$ cat config.mk
export PLATFORM = sky130hd
export DESIGN_NAME = hand_layout
export DESIGN_NICKNAME = d
export VERILOG_FILES = /design/src/rtl/hand_layout.sv
export SDC_FILE = /design/constraint.sdc
export NUM_CORES = 1
export LEC_CHECK = 0
export ABC_AREA = 1
export BUFFER_PORTS_ARGS = -buffer_cell sky130_fd_sc_hd__buf_2
export CAP_MARGIN = 20
export CELL_PAD_IN_SITES_DETAIL_PLACEMENT = 1
export CELL_PAD_IN_SITES_GLOBAL_PLACEMENT = 1
export CORE_MARGIN = 10
export CORE_UTILIZATION = 44
export DETAILED_ROUTE_END_ITERATION = 10
export PLACE_DENSITY_LB_ADDON = 0.12
export SYNTH_ARGS = -nofsm -noshare
export SYNTH_HDL_FRONTEND = slang
export SYNTH_SLANG_ARGS = --single-unit
$ cat constraint.sdc
create_clock -name clk -period 2.9 [get_ports clk]
set_input_delay 0.58 -clock clk [delete_from_list [all_inputs] [get_ports clk]]
set_output_delay 0.58 -clock clk [all_outputs]
set_load 0.02 [all_outputs]
$ cat src/rtl/hand_layout.sv
// Feeder for the card print engine: buffers deal events, tracks per-hand card counts,
// computes card origins and issues one write/init request at a time to the engine.
module hand_layout #(
  parameter int unsigned FIFO_DEPTH = 4,
  parameter int unsigned MAX_CARDS  = 8,
  parameter int unsigned X0         = 4,
  parameter int unsigned CARD_W     = 10,
  parameter int unsigned DEALER_Y   = 8,
  parameter int unsigned PLAYER_Y   = 70
) (
  input  logic        clk,
  input  logic        rst,
  input  logic        new_round,
  input  logic        deal_valid,
  output logic        deal_ready,
  input  logic        deal_who,
  input  logic [5:0]  deal_card,
  output logic        write,
  output logic        init,
  output logic [5:0]  card,
  output logic [14:0] orig,
  input  logic        waitrequest,
  output logic [3:0]  dealer_count,
  output logic [3:0]  player_count,
  output logic        overflow,
  output logic        busy
);

  localparam int unsigned AW = $clog2(FIFO_DEPTH);

  typedef enum logic [2:0] {StIdle, StInitReq, StCardReq, StSettle, StWait} state_e;

  state_e state_q, state_d;

  logic [6:0]  mem [FIFO_DEPTH];
  logic [AW:0] rd_ptr_q, wr_ptr_q;
  logic        empty, full, push, pop;
  logic        head_who;
  logic [5:0]  head_card;
  logic [3:0]  head_cnt;
  logic [7:0]  x_calc;
  logic [6:0]  y_calc;

  logic        pending_init_q;
  logic        init_q;
  logic [5:0]  card_q;
  logic [14:0] orig_q;
  logic        cur_who_q;
  logic [3:0]  dealer_count_q, player_count_q;
  logic        overflow_q;

  logic load_init, load_card, set_ovf, inc_count;

  assign empty      = (rd_ptr_q == wr_ptr_q);
  assign full       = (rd_ptr_q[AW] != wr_ptr_q[AW]) && (rd_ptr_q[AW-1:0] == wr_ptr_q[AW-1:0]);
  assign deal_ready = !full;
  assign push       = deal_valid && deal_ready;

  assign {head_who, head_card} = mem[rd_ptr_q[AW-1:0]];
  assign head_cnt = head_who ? player_count_q : dealer_count_q;
  assign x_calc   = 8'(X0) + 8'(head_cnt) * 8'(CARD_W);
  assign y_calc   = head_who ? 7'(PLAYER_Y) : 7'(DEALER_Y);

  // A new_round push lands in slot 0 of the freshly flushed FIFO.
  always_ff @(posedge clk) begin
    if (push) begin
      mem[new_round ? '0 : wr_ptr_q[AW-1:0]] <= {deal_who, deal_card};
    end
  end

  always_ff @(posedge clk or posedge rst) begin
    if (rst) begin
      rd_ptr_q <= '0;
      wr_ptr_q <= '0;
    end else if (new_round) begin
      rd_ptr_q <= '0;
      wr_ptr_q <= {{AW{1'b0}}, push};
    end else begin
      if (pop)  rd_ptr_q <= rd_ptr_q + 1'b1;
      if (push) wr_ptr_q <= wr_ptr_q + 1'b1;
    end
  end

  always_comb begin
    state_d   = state_q;
    pop       = 1'b0;
    load_init = 1'b0;
    load_card = 1'b0;
    set_ovf   = 1'b0;
    inc_count = 1'b0;
    case (state_q)
      StIdle: begin
        // new_round counts as pending so no stale card is popped in its cycle.
        if (!waitrequest) begin
          if (pending_init_q || new_round) begin
            state_d   = StInitReq;
            load_init = 1'b1;
          end else if (!empty) begin
            pop = 1'b1;
            if (32'(head_cnt) < MAX_CARDS) begin
              state_d   = StCardReq;
              load_card = 1'b1;
            end else begin
              set_ovf = 1'b1;
            end
          end
        end
      end
      StInitReq: state_d = StSettle;
      StCardReq: begin
        state_d   = StSettle;
        inc_count = 1'b1;
      end
      StSettle:  state_d = StWait;
      StWait:    if (!waitrequest) state_d = StIdle;
      default:   state_d = StIdle;
    endcase
  end

  always_ff @(posedge clk or posedge rst) begin
    if (rst) begin
      state_q        <= StIdle;
      pending_init_q <= 1'b0;
      init_q         <= 1'b0;
      card_q         <= '0;
      orig_q         <= '0;
      cur_who_q      <= 1'b0;
      dealer_count_q <= '0;
      player_count_q <= '0;
      overflow_q     <= 1'b0;
    end else begin
      state_q <= state_d;

      if (new_round)                  pending_init_q <= 1'b1;
      else if (state_q == StInitReq)  pending_init_q <= 1'b0;

      if (load_init) init_q <= 1'b1;
      if (load_card) begin
        init_q    <= 1'b0;
        card_q    <= head_card;
        orig_q    <= {x_calc, y_calc};
        cur_who_q <= head_who;
      end

      if (new_round) begin
        dealer_count_q <= '0;
        player_count_q <= '0;
        overflow_q     <= 1'b0;
      end else begin
        if (set_ovf) overflow_q <= 1'b1;
        if (inc_count) begin
          if (cur_who_q) player_count_q <= player_count_q + 4'd1;
          else           dealer_count_q <= dealer_count_q + 4'd1;
        end
      end
    end
  end

  // Decoded from state so an asynchronous reset drops the request immediately.
  assign write        = (state_q == StInitReq) || (state_q == StCardReq);
  assign init         = init_q;
  assign card         = card_q;
  assign orig         = orig_q;
  assign dealer_count = dealer_count_q;
  assign player_count = player_count_q;
  assign overflow     = overflow_q;
  assign busy         = (state_q != StIdle) || !empty || pending_init_q;

endmodule
==> run_results.csv, run 1 <==
group,metric,value,unit
placed_design,pre_cts_slack,320,ps
timing,slew_violations,0,
floorplan,core,6460,um^2
synth,avgSynthCellArea,10.0,um^2
synth,dominantRegCellSynth,"dfrtp_1",
setup_path,crit_top_cell,"nand3_1",
finish,n_fill_cell,735,
clocking,insertion_delay,340,ps
power,powerDensity,781,nW/um^2
clocking,cts_tree,"done",
finish,fin_area,3450,um^2
clocking,cts-htree-levels,3,
timing,setup_slack,318,ps
synth,ys_warn_count,0,
flow_run,maxCapViolations,0,
synth,syn_inst,297,
setup_path,worstPathRequired,3140,ps
timing,timing.fmax,0.387,GHz
floorplan,initial_core_util,0.461,
route,wl_per_cell,16.3,um
timing,hold_viol_final,0,
timing,holdWs,327,ps
placed_design,hpwl,5130,um
clocking,clkSinkCount,63,
global_routing,grt_remaining_overflow,0,
global_routing,grt_usage,0.139,
global_routing,antenna_found_initial,0,
floorplan,die_height,102,um
clocking,cts.path.max_buffers,2,
clocking,hold_buffers,0,
clocking,cts_setup_buffers,0,
finish,drive_gt1_frac,0.237,
timing,fin_crit_sh,0.890,
synth,ys_seq_area_frac,0.576,
route,avgViaCountPerCell,5.14,
placed_design,place_congestion,0.813,
finish,area_growth_syn_to_layout,15.8,%
power,total_power,2.69,mW
timing,setup_tns,0,ps
global_routing,grt_pass1_vias,2314,
floorplan,die_area,10500,um^2
synth,netlist_area,2980,um^2
synth,synth-edff-count,28,
clocking,cts-root-buf,"clkbuf_8",
route,drtPass1Iterations,4,
setup_path,crit_type,"reg2reg",
placed_design,place_inst,412,
finish,diodes,0,
timing,min_period,2580,ps
status,run_status,"completed",
floorplan,die_x,102,um
setup_path,max_stage_delay,520,ps
clocking,clkSlewWorstSetupHoldPaths,80,ps
clocking,cts_resized,0,
floorplan,num_rows,29,
route,vias,2195,
route,totalWireLength,6980,um
setup_path,crit_path_end_kind,"flip-flop",
setup_path,path_cells,"inv_4 -> nand2_2 -> nand3_4 -> nand2_4 -> nand2_2 -> nand2_4 -> ha_1 -> ha_1 -> fa_1 -> nand3_1 -> inv_1 -> nand3_1 -> nand3_1 -> nand2_1",
placed_design,place_area,3240,um^2
floorplan,io_pins,46,
worst_hold_path,hp-class,"in2async",
setup_path,startpoint,"rd_ptr_q[0]",
placed_design,portBuffers,41,
synth,ys_ff_latch,63,
global_routing,grt_pass1_wl,11300,um
timing,fin_skew,11.7,ps
setup_path,crit_arrival,2820,ps
finish,fin_nets,367,
timing,setup_violations,0,
setup_path,worst_r2r_startpoint,"rd_ptr_q[0]",
setup_path,worst_setup_path_start_kind,"flip-flop",
setup_path,path_max_fanout,16,
finish,utilization,0.534,
route,final_antenna_net_count,0,
setup_path,critPathSlowestCell,"fa_1",
timing,timing.max_slew.rel_slack,0.597,
clocking,numCtsBuffers,9,
finish,final_cells,427,
global_routing,grt_max_degree,36,
route,drtIter0Drc,74,
synth,synth-async-reset-ratio,0.556,
synth,ys_types,32,
route,drc_errors,0,
power,irDropWorstVdd,0.321,mV
timing,rsz0062_at_grt,"false",
power,p_leak,1.60,nW
timing,worst_pin_slew,600,ps
## where the power goes
| group | switching, mW | internal [mW] |
|---|---|---|
| Combinational | 0.460 | 0.232 |
| Sequential | 0.103 | 1.07 |
| Clock | 0.351 | 0.476 |
| Total | 0.914 | 1.78 |
## logic make-up after synthesis
family | after synthesis | synth area share
simple gates | 131 | 0.207
flops | 63 | 0.576
compound gates | 45 | 0.0815
buf+inv | 42 | 0.0760
fa+ha+maj | 9 | 0.0403
xor+xnor | 6 | 0.0176
other cells | 1 | 0.00126
## registers in the layout, summed over array words and instances (netlist names)
register,flops
rd_ptr_q,3
card,6
pending_init_q,1
wr_ptr_q,3
overflow,1
state_q,3
orig,9
mem,28
init,1
player_count,4
dealer_count,4
## critical path: cells and delay by family (launching register included)
kind                     cells  cell delay, ps
AND/OR/NAND/NOR              9             760
flip-flops                   1             460
buffers and inverters        2             250
adder cells (fa/ha/maj)      3            1020
## synth_stat cells, types with 2 or more instances
| cell | count | area share |
|---|---|---|
| nand2_1 | 56 | 0.071 |
| dfrtp_1 | 35 | 0.29 |
| edfxtp_1 | 28 | 0.28 |
| nor2_1 | 27 | 0.034 |
| o21ai_0 | 26 | 0.044 |
| nand3_1 | 25 | 0.042 |
| inv_1 | 22 | 0.028 |
| ha_1 | 8 | 0.034 |
| nor3_1 | 8 | 0.013 |
| o22ai_1 | 8 | 0.017 |
| a21oi_1 | 7 | 0.012 |
| buf_4 | 7 | 0.018 |
| nand2_2 | 7 | 0.015 |
| buf_6 | 5 | 0.019 |
| xnor2_1 | 5 | 0.015 |
| clkbuf_1 | 3 | 0.0038 |
| inv_2 | 3 | 0.0038 |
| inv_4 | 2 | 0.0042 |
| nand2_4 | 2 | 0.0076 |
## layer usage
| metal | track usage | vias up | wire length (um) |
|---|---|---|---|
| met3 | 0.0351 | 13 | 328 |
| met2 | 0.241 | 39 | 3530 |
| met5 | 0 | - | 0 |
| li1 | - | 1084 | - |
| met1 | 0.162 | 1059 | 3000 |
| met4 | 0.0553 | 0 | 111 |
## cells in the final DEF, fill, tap and decap left out
master / Yosys / routed
nor3_1: 8 / 8
buf_2: 0 / 41
o22a_1: 1 / 1
a31oi_1: 1 / 1
nand2_2: 7 / 7
nand2_4: 2 / 2
fa_1: 1 / 1
a21oi_1: 7 / 7
ha_1: 8 / 8
dfrtp_1: 35 / 35
clkinv_1: 0 / 1
inv_1: 22 / 22
nand3_2: 1 / 1
nand3_1: 25 / 25
conb_1: 1 / 4
inv_4: 2 / 2
nor2_8: 1 / 1
buf_4: 7 / 9
clkbuf_8: 0 / 9
o22ai_1: 8 / 8
o21ai_1: 1 / 1
nand2_1: 56 / 56
clkinvlp_4: 0 / 3
bufinv_16: 0 / 2
xor2_1: 1 / 1
o21ai_0: 26 / 26
nand3_4: 1 / 1
or2_2: 1 / 1
o31ai_1: 1 / 1
inv_2: 3 / 3
edfxtp_1: 28 / 28
xnor2_1: 5 / 5
nor2_4: 1 / 1
nand3b_1: 1 / 1
nor2_1: 27 / 27
## cell type report
type | count | area (um^2) | share of cell area
Inverter | 27 | 106 | 0.0308
Multi-Input combinational cell | 195 | 1050 | 0.303
Clock buffer | 9 | 124 | 0.0359
Clock inverter | 6 | 86.3 | 0.0250
Tap cell | 77 | 96.3 | 0.0279
Sequential cell | 63 | 1720 | 0.498
Timing Repair Buffer | 50 | 273 | 0.0791
## final timing paths
| check | endpoint | slack (ps) | cells after the start |
|---|---|---|---|
| worst max-delay path | orig[13] | 320 | 14 |
| worst max register to register | orig[13] | 320 | 14 |
| min in group clk | mem[1][0] | 450 | 1 |
| worst min register to register | card[2] | 470 | 2 |
| worst min-delay path | orig[12] | 330 | 3 |
| max in group asynchronous | wr_ptr_q[0] | 2230 | 3 |
Power figures use the tool's default switching activity.
==> run 2: changes to the inputs <==
- CORE_MARGIN: 10 -> 3
==> run 2 against run 1 <==
Power decreased by 2.2%. Count of clock-buffer cells in the layout unchanged. Largest power group unchanged. Global-route usage increased by 5.6 points. Sequential share of layout area rose by 0.22 points. Flip-flop and latch count stayed put. Design area shrank 0.36%. Highest routed layer unchanged. Maximum frequency is 1.2% higher. Sequential power hardly changed. Register-to-register slack better by 30 ps. Combinational power grew 0.7%. Setup slack better by 31 ps. Clock skew decreased by 2.7 ps.
==> run_results.csv, run 2 (synthesis gave the netlist of run 1 again) <==
group,metric,value,unit
timing,fin_skew,8.93,ps
finish,diodes,0,
setup_path,worstPathRequired,3130,ps
finish,largest_register_ffs,28,
setup_path,r2r_end,"orig[13]",
finish,multi_input_area,1050,um^2
timing,min_period,2550,ps
setup_path,worst_r2r_startpoint,"rd_ptr_q[1]",
placed_design,portBuffers,41,
global_routing,grt_max_degree,36,
route,avgViaCountPerCell,5.12,
power,powerDensity,766,nW/um^2
setup_path,crit_type,"reg2reg",
timing,setup_tns,0,ps
finish,final_cell_mix,"nand2_1 (56), buf_2 (41), dfrtp_1 (34), edfxtp_1 (28), nor2_1 (27)",
finish,n_fill_cell,770,
floorplan,die_x,88.3,um
status,run_status,"completed",
finish,layout_commonest_cell,"nand2_1",
setup_path,crit_path_end_kind,"flip-flop",
placed_design,pre_cts_slack,268,ps
placed_design,place_area,3240,um^2
clocking,clkSinkCount,63,
clocking,clkSlewWorstSetupHoldPaths,80,ps
placed_design,place_congestion,0.767,
setup_path,r2r_cells,12,
route,vias,2193,
route,wl_per_cell,15.7,um
clocking,insertion_delay,340,ps
global_routing,antenna_found_initial,0,
setup_path,worst-path-buf-inv,2,
power,p_leak,1.60,nW
setup_path,crit_top_cell,"nand3_1",
floorplan,num_rows,29,
placed_design,hpwl,4890,um
setup_path,worst-path-stages,12,
global_routing,grt_pass1_wl,11500,um
timing,timing.fmax,0.392,GHz
global_routing,grt_use_met2,0.329,
clocking,cts.path.max_buffers,2,
floorplan,die_area,7790,um^2
timing,rsz0062_at_grt,"false",
clocking,numCtsBuffers,9,
timing,setup_slack,349,ps
setup_path,path_cells,"inv_2 -> nand3_4 -> nand3_1 -> nand2_4 -> ha_1 -> ha_1 -> fa_1 -> nand3_1 -> inv_1 -> nand3_1 -> nand3_1 -> nand2_1",
timing,setup_violations,0,
global_routing,gr-max-usage-layer,"met2",
timing,fin_crit_sh,0.880,
finish,drive_gt1_frac,0.242,
global_routing,grt_usage,0.196,
timing,hold_viol_final,0,
global_routing,grt_pass1_vias,2300,
setup_path,max_stage_delay,520,ps
clocking,cts-htree-levels,3,
clocking,cts_tree,"done",
route,totalWireLength,6720,um
setup_path,critPathSlowestCell,"fa_1",
finish,fin_nets,367,
clocking,cts-root-buf,"clkbuf_8",
global_routing,gr-usage-met1,0.252,
finish,seq_area,1720,um^2
setup_path,worst_setup_path_start_kind,"flip-flop",
floorplan,io_pins,46,
finish,area_growth_syn_to_layout,15.4,%
route,drtIter0Drc,65,
setup_path,path_max_fanout,10,
floorplan,core,6460,um^2
route,drc_errors,0,
floorplan,initial_core_util,0.461,
floorplan,die_height,88.3,um
global_routing,met3_usage,0.0345,
route,final_antenna_net_count,0,
clocking,hold_buffers,0,
setup_path,r2r_setup_slack,350,ps
power,irDropWorstVdd,0.371,mV
worst_hold_path,hp-class,"in2async",
route,drtPass1Iterations,4,
finish,fin_area,3440,um^2
clocking,cts_setup_buffers,0,
flow_run,maxCapViolations,0,
setup_path,cp_top_family,"adder cells",
global_routing,grt_remaining_overflow,0,
power,total_power,2.63,mW
timing,slew_violations,0,
setup_path,crit_arrival,2780,ps
## run 2: cell types whose count changed in the layout (fill, tap and decap cells not counted), sizes merged
cell,previous run,this run
clkinvlp,3,1
clkinv,1,4
inv,27,28
bufinv,2,1
## run 2: final cells by class
class	instances	share of cell area
flip-flops and latches	63	0.500
multi-input cells	195	0.304
repair buffers	50	0.0794
clock buffers	9	0.0361
inverters	27	0.0310
well taps	77	0.0280
clock inverters	7	0.0211
## run 2: timing repair
item | 4_1_cts | 5_1_grt
endpoints found under the setup margin | 0 | 1
endpoints found under the hold margin | 0 | 0
gates resized for setup | 0 | 1
## run 2: worst max path at each step
stage               slack [ps]  endpoint        start
finish                     350  orig[13]  rd_ptr_q[1]
CTS                        250  orig[13]  rd_ptr_q[1]
global placement           390  orig[13]  rd_ptr_q[1]
floorplan                  450  orig[13]  rd_ptr_q[0]
detailed placement         270  orig[13]  rd_ptr_q[1]
global route                90  orig[13]  rd_ptr_q[0]
## run 2: power breakdown
group	leakage [nW]	internal, mW	switching, mW
Combinational	0.794	0.239	0.459
Sequential	0.714	1.07	0.102
Clock	0.0972	0.398	0.365
## run 2: metrics by stage
step | std cells | hold slack (ps) | util
detailed placement | 412 | 454 | 0.501
finish | 428 | 330 | 0.532
CTS | 428 | 338 | 0.532
global route | 428 | 376 | 0.532
global placement | 412 | 449 | 0.501
floorplan | 300 | 519 | -
## run 2: worst register-to-register path, cell delays in order (launching register included)
cell and delay [ps]:
dfrtp_2 500, inv_2 170, nand3_4 110, nand3_1 160, nand2_4 100, ha_1 290, ha_1 210, fa_1 520
nand3_1 110, inv_1 70, nand3_1 70, nand3_1 90, nand2_1 50
## run 2: routing by layer
| metal | vias up | part of all wire |
|---|---|---|
| li1 | 1087 | - |
| met1 | 1061 | 0.46 |
| met2 | 37 | 0.50 |
| met3 | 8 | 0.030 |
| met4 | 0 | 0.012 |
| met5 | - | 0 |
==> run 3: changes to the inputs <==
- SETUP_SLACK_MARGIN: unset -> 0.5
==> run 3 against run 2 <==
Combinational power grew 6.2%. Critical path depth is 2 higher. Utilization up 3.0 points. Final cell count is 1.9% higher.
==> run_results.csv, run 3 (synthesis gave the netlist of run 1 again) <==
group,metric,value,unit
status,run_status,"completed",
setup_path,critPathSlowestCell,"fa_2",
finish,drive_gt1_frac,0.312,
power,p_leak,1.65,nW
timing,hold_viol_final,0,
power,powerDensity,714,nW/um^2
floorplan,core,6460,um^2
finish,fin_nets,375,
timing,setup_violations,0,
timing,timing.fmax,0.410,GHz
floorplan,initial_core_util,0.461,
setup_path,crit_type,"reg2reg",
timing,min_period,2440,ps
power,total_power,2.59,mW
route,avgViaCountPerCell,5.25,
global_routing,grt_pass1_wl,11300,um
timing,fin_crit_sh,0.841,
clocking,clkSlewWorstSetupHoldPaths,70,ps
timing,setup_slack,461,ps
setup_path,crit_path_end_kind,"flip-flop",
global_routing,grt_usage,0.192,
finish,area_growth_syn_to_layout,21.8,%
power,power.internal,1.64,mW
placed_design,pre_cts_slack,303,ps
power,irDropWorstVdd,0.371,mV
floorplan,die_area,7790,um^2
route,final_antenna_net_count,0,
route,totalWireLength,6940,um
finish,diodes,0,
setup_path,worstPathRequired,3190,ps
placed_design,place_congestion,0.765,
clocking,numCtsBuffers,9,
setup_path,crit_arrival,2730,ps
clocking,clkSinkCount,63,
clocking,cts-root-buf,"clkbuf_8",
finish,largest_register_ffs,28,
route,vias,2289,
power,switching_share,0.368,
floorplan,die_height,88.3,um
worst_hold_path,hp-class,"in2async",
setup_path,worst-path-buf-inv,3,
route,drtIter0Drc,77,
power,p_switching,955,uW
finish,layout_commonest_cell,"nand2_1",
clocking,cts.path.max_buffers,2,
clocking,insertion_delay,340,ps
setup_path,max_stage_delay,540,ps
finish,n_fill_cell,732,
clocking,cts_tree,"done",
timing,fin_skew,8.76,ps
floorplan,die_x,88.3,um
setup_path,worst_setup_path_start_kind,"flip-flop",
placed_design,hpwl,4820,um
finish,multi_input_area,1200,um^2
placed_design,portBuffers,41,
route,drc_errors,0,
power,pwr-share-clk,0.259,
setup_path,r2r_setup_slack,460,ps
floorplan,num_rows,29,
global_routing,grt_max_degree,36,
power,combPwrFrac,0.286,
floorplan,io_pins,46,
finish,utilization,0.562,
route,wl_per_cell,15.9,um
setup_path,path_cells,"inv_4 -> nand2_4 -> nand3_4 -> nand2_8 -> nand2_1 -> o21ai_1 -> ha_1 -> ha_4 -> fa_2 -> buf_4 -> inv_1 -> nand2_1 -> nand3_2 -> nand2_1",
finish,seq_area,1720,um^2
global_routing,antenna_found_initial,0,
route,drtPass1Iterations,4,
timing,setup_tns,0,ps
flow_run,maxCapViolations,0,
global_routing,grt_remaining_overflow,0,
finish,final_cell_mix,"nand2_1 (53), buf_2 (41), dfrtp_1 (34), edfxtp_1 (28), nor2_1 (27)",
setup_path,crit_top_cell,"nand2_1",
setup_path,path_max_fanout,8,
clocking,cts-htree-levels,3,
clocking,hold_buffers,0,
timing,slew_violations,0,
power,seqPwrFrac,0.455,
timing,rsz0062_at_grt,"true",
global_routing,grt_pass1_vias,2332,
setup_path,cp_top_family,"adder cells",
==> run 3: path summary, 6_finish.rpt <==
| kind | endpoint | startpoint | depth (start not counted) |
|---|---|---|---|
| max in group asynchronous | rd_ptr_q[0] | rst | 3 |
| hold / removal | orig[10] | rst | 3 |
| setup / recovery | orig[12] | rd_ptr_q[0] | 14 |
| hold reg to reg | orig[10] | orig[10] | 2 |
| setup reg to reg | orig[12] | rd_ptr_q[0] | 14 |
| min in group clk | mem[2][2] | deal_card[2] | 1 |
==> run 3: timing repair <==
item,4_1_cts,5_1_grt
pin swaps,3,11
endpoints found under the setup margin,3,5
resized for setup,12,20
setup buffers,7,2
==> run 3: stage by stage <==
step,hold slack [ps],std cells,cell area [um^2]
6_report,331,436,3630
5_1_grt,358,436,3630
4_1_cts,332,434,3520
3_5_place_dp,461,411,3230
3_3_place_gp,449,411,3230
2_1_floorplan,519,300,2990
==> run 3: metal layers <==
| layer | GRT usage | share of wire | routed length [um] | up-vias |
|---|---|---|---|---|
| li1 | - | - | - | 1108 |
| met1 | 0.245 | 0.44 | 3060 | 1135 |
| met3 | 0.0475 | 0.030 | 209 | 9 |
| met4 | 0.0701 | 0.019 | 133 | 0 |
| met2 | 0.317 | 0.51 | 3540 | 37 |
| met5 | 0 | 0 | 0 | - |
==> run 3: power groups by stage <==
stage / combinational, mW / sequential, mW / clock [mW]
after global placement: 0.678 / 1.19 / 0
final: 0.741 / 1.18 / 0.670
after global routing: 0.831 / 1.20 / 0.729
after CTS: 0.728 / 1.18 / 0.688
after floorplan: 0.408 / 1.27 / 0
after detailed placement: 0.699 / 1.19 / 0
==> run 3: layout make-up <==
class | count | share of cell area
Clock buffer | 9 | 0.0341
Clock inverter | 7 | 0.0135
Inverter | 27 | 0.0293
Multi-Input combinational cell | 195 | 0.331
Sequential cell | 63 | 0.474
Tap cell | 77 | 0.0266
Timing Repair Buffer | 58 | 0.0918
==> run 3: tightest hold or removal path, cell delays in order <==
cell	delay (ps)
buf_2	90
inv_1	40
buf_4	400
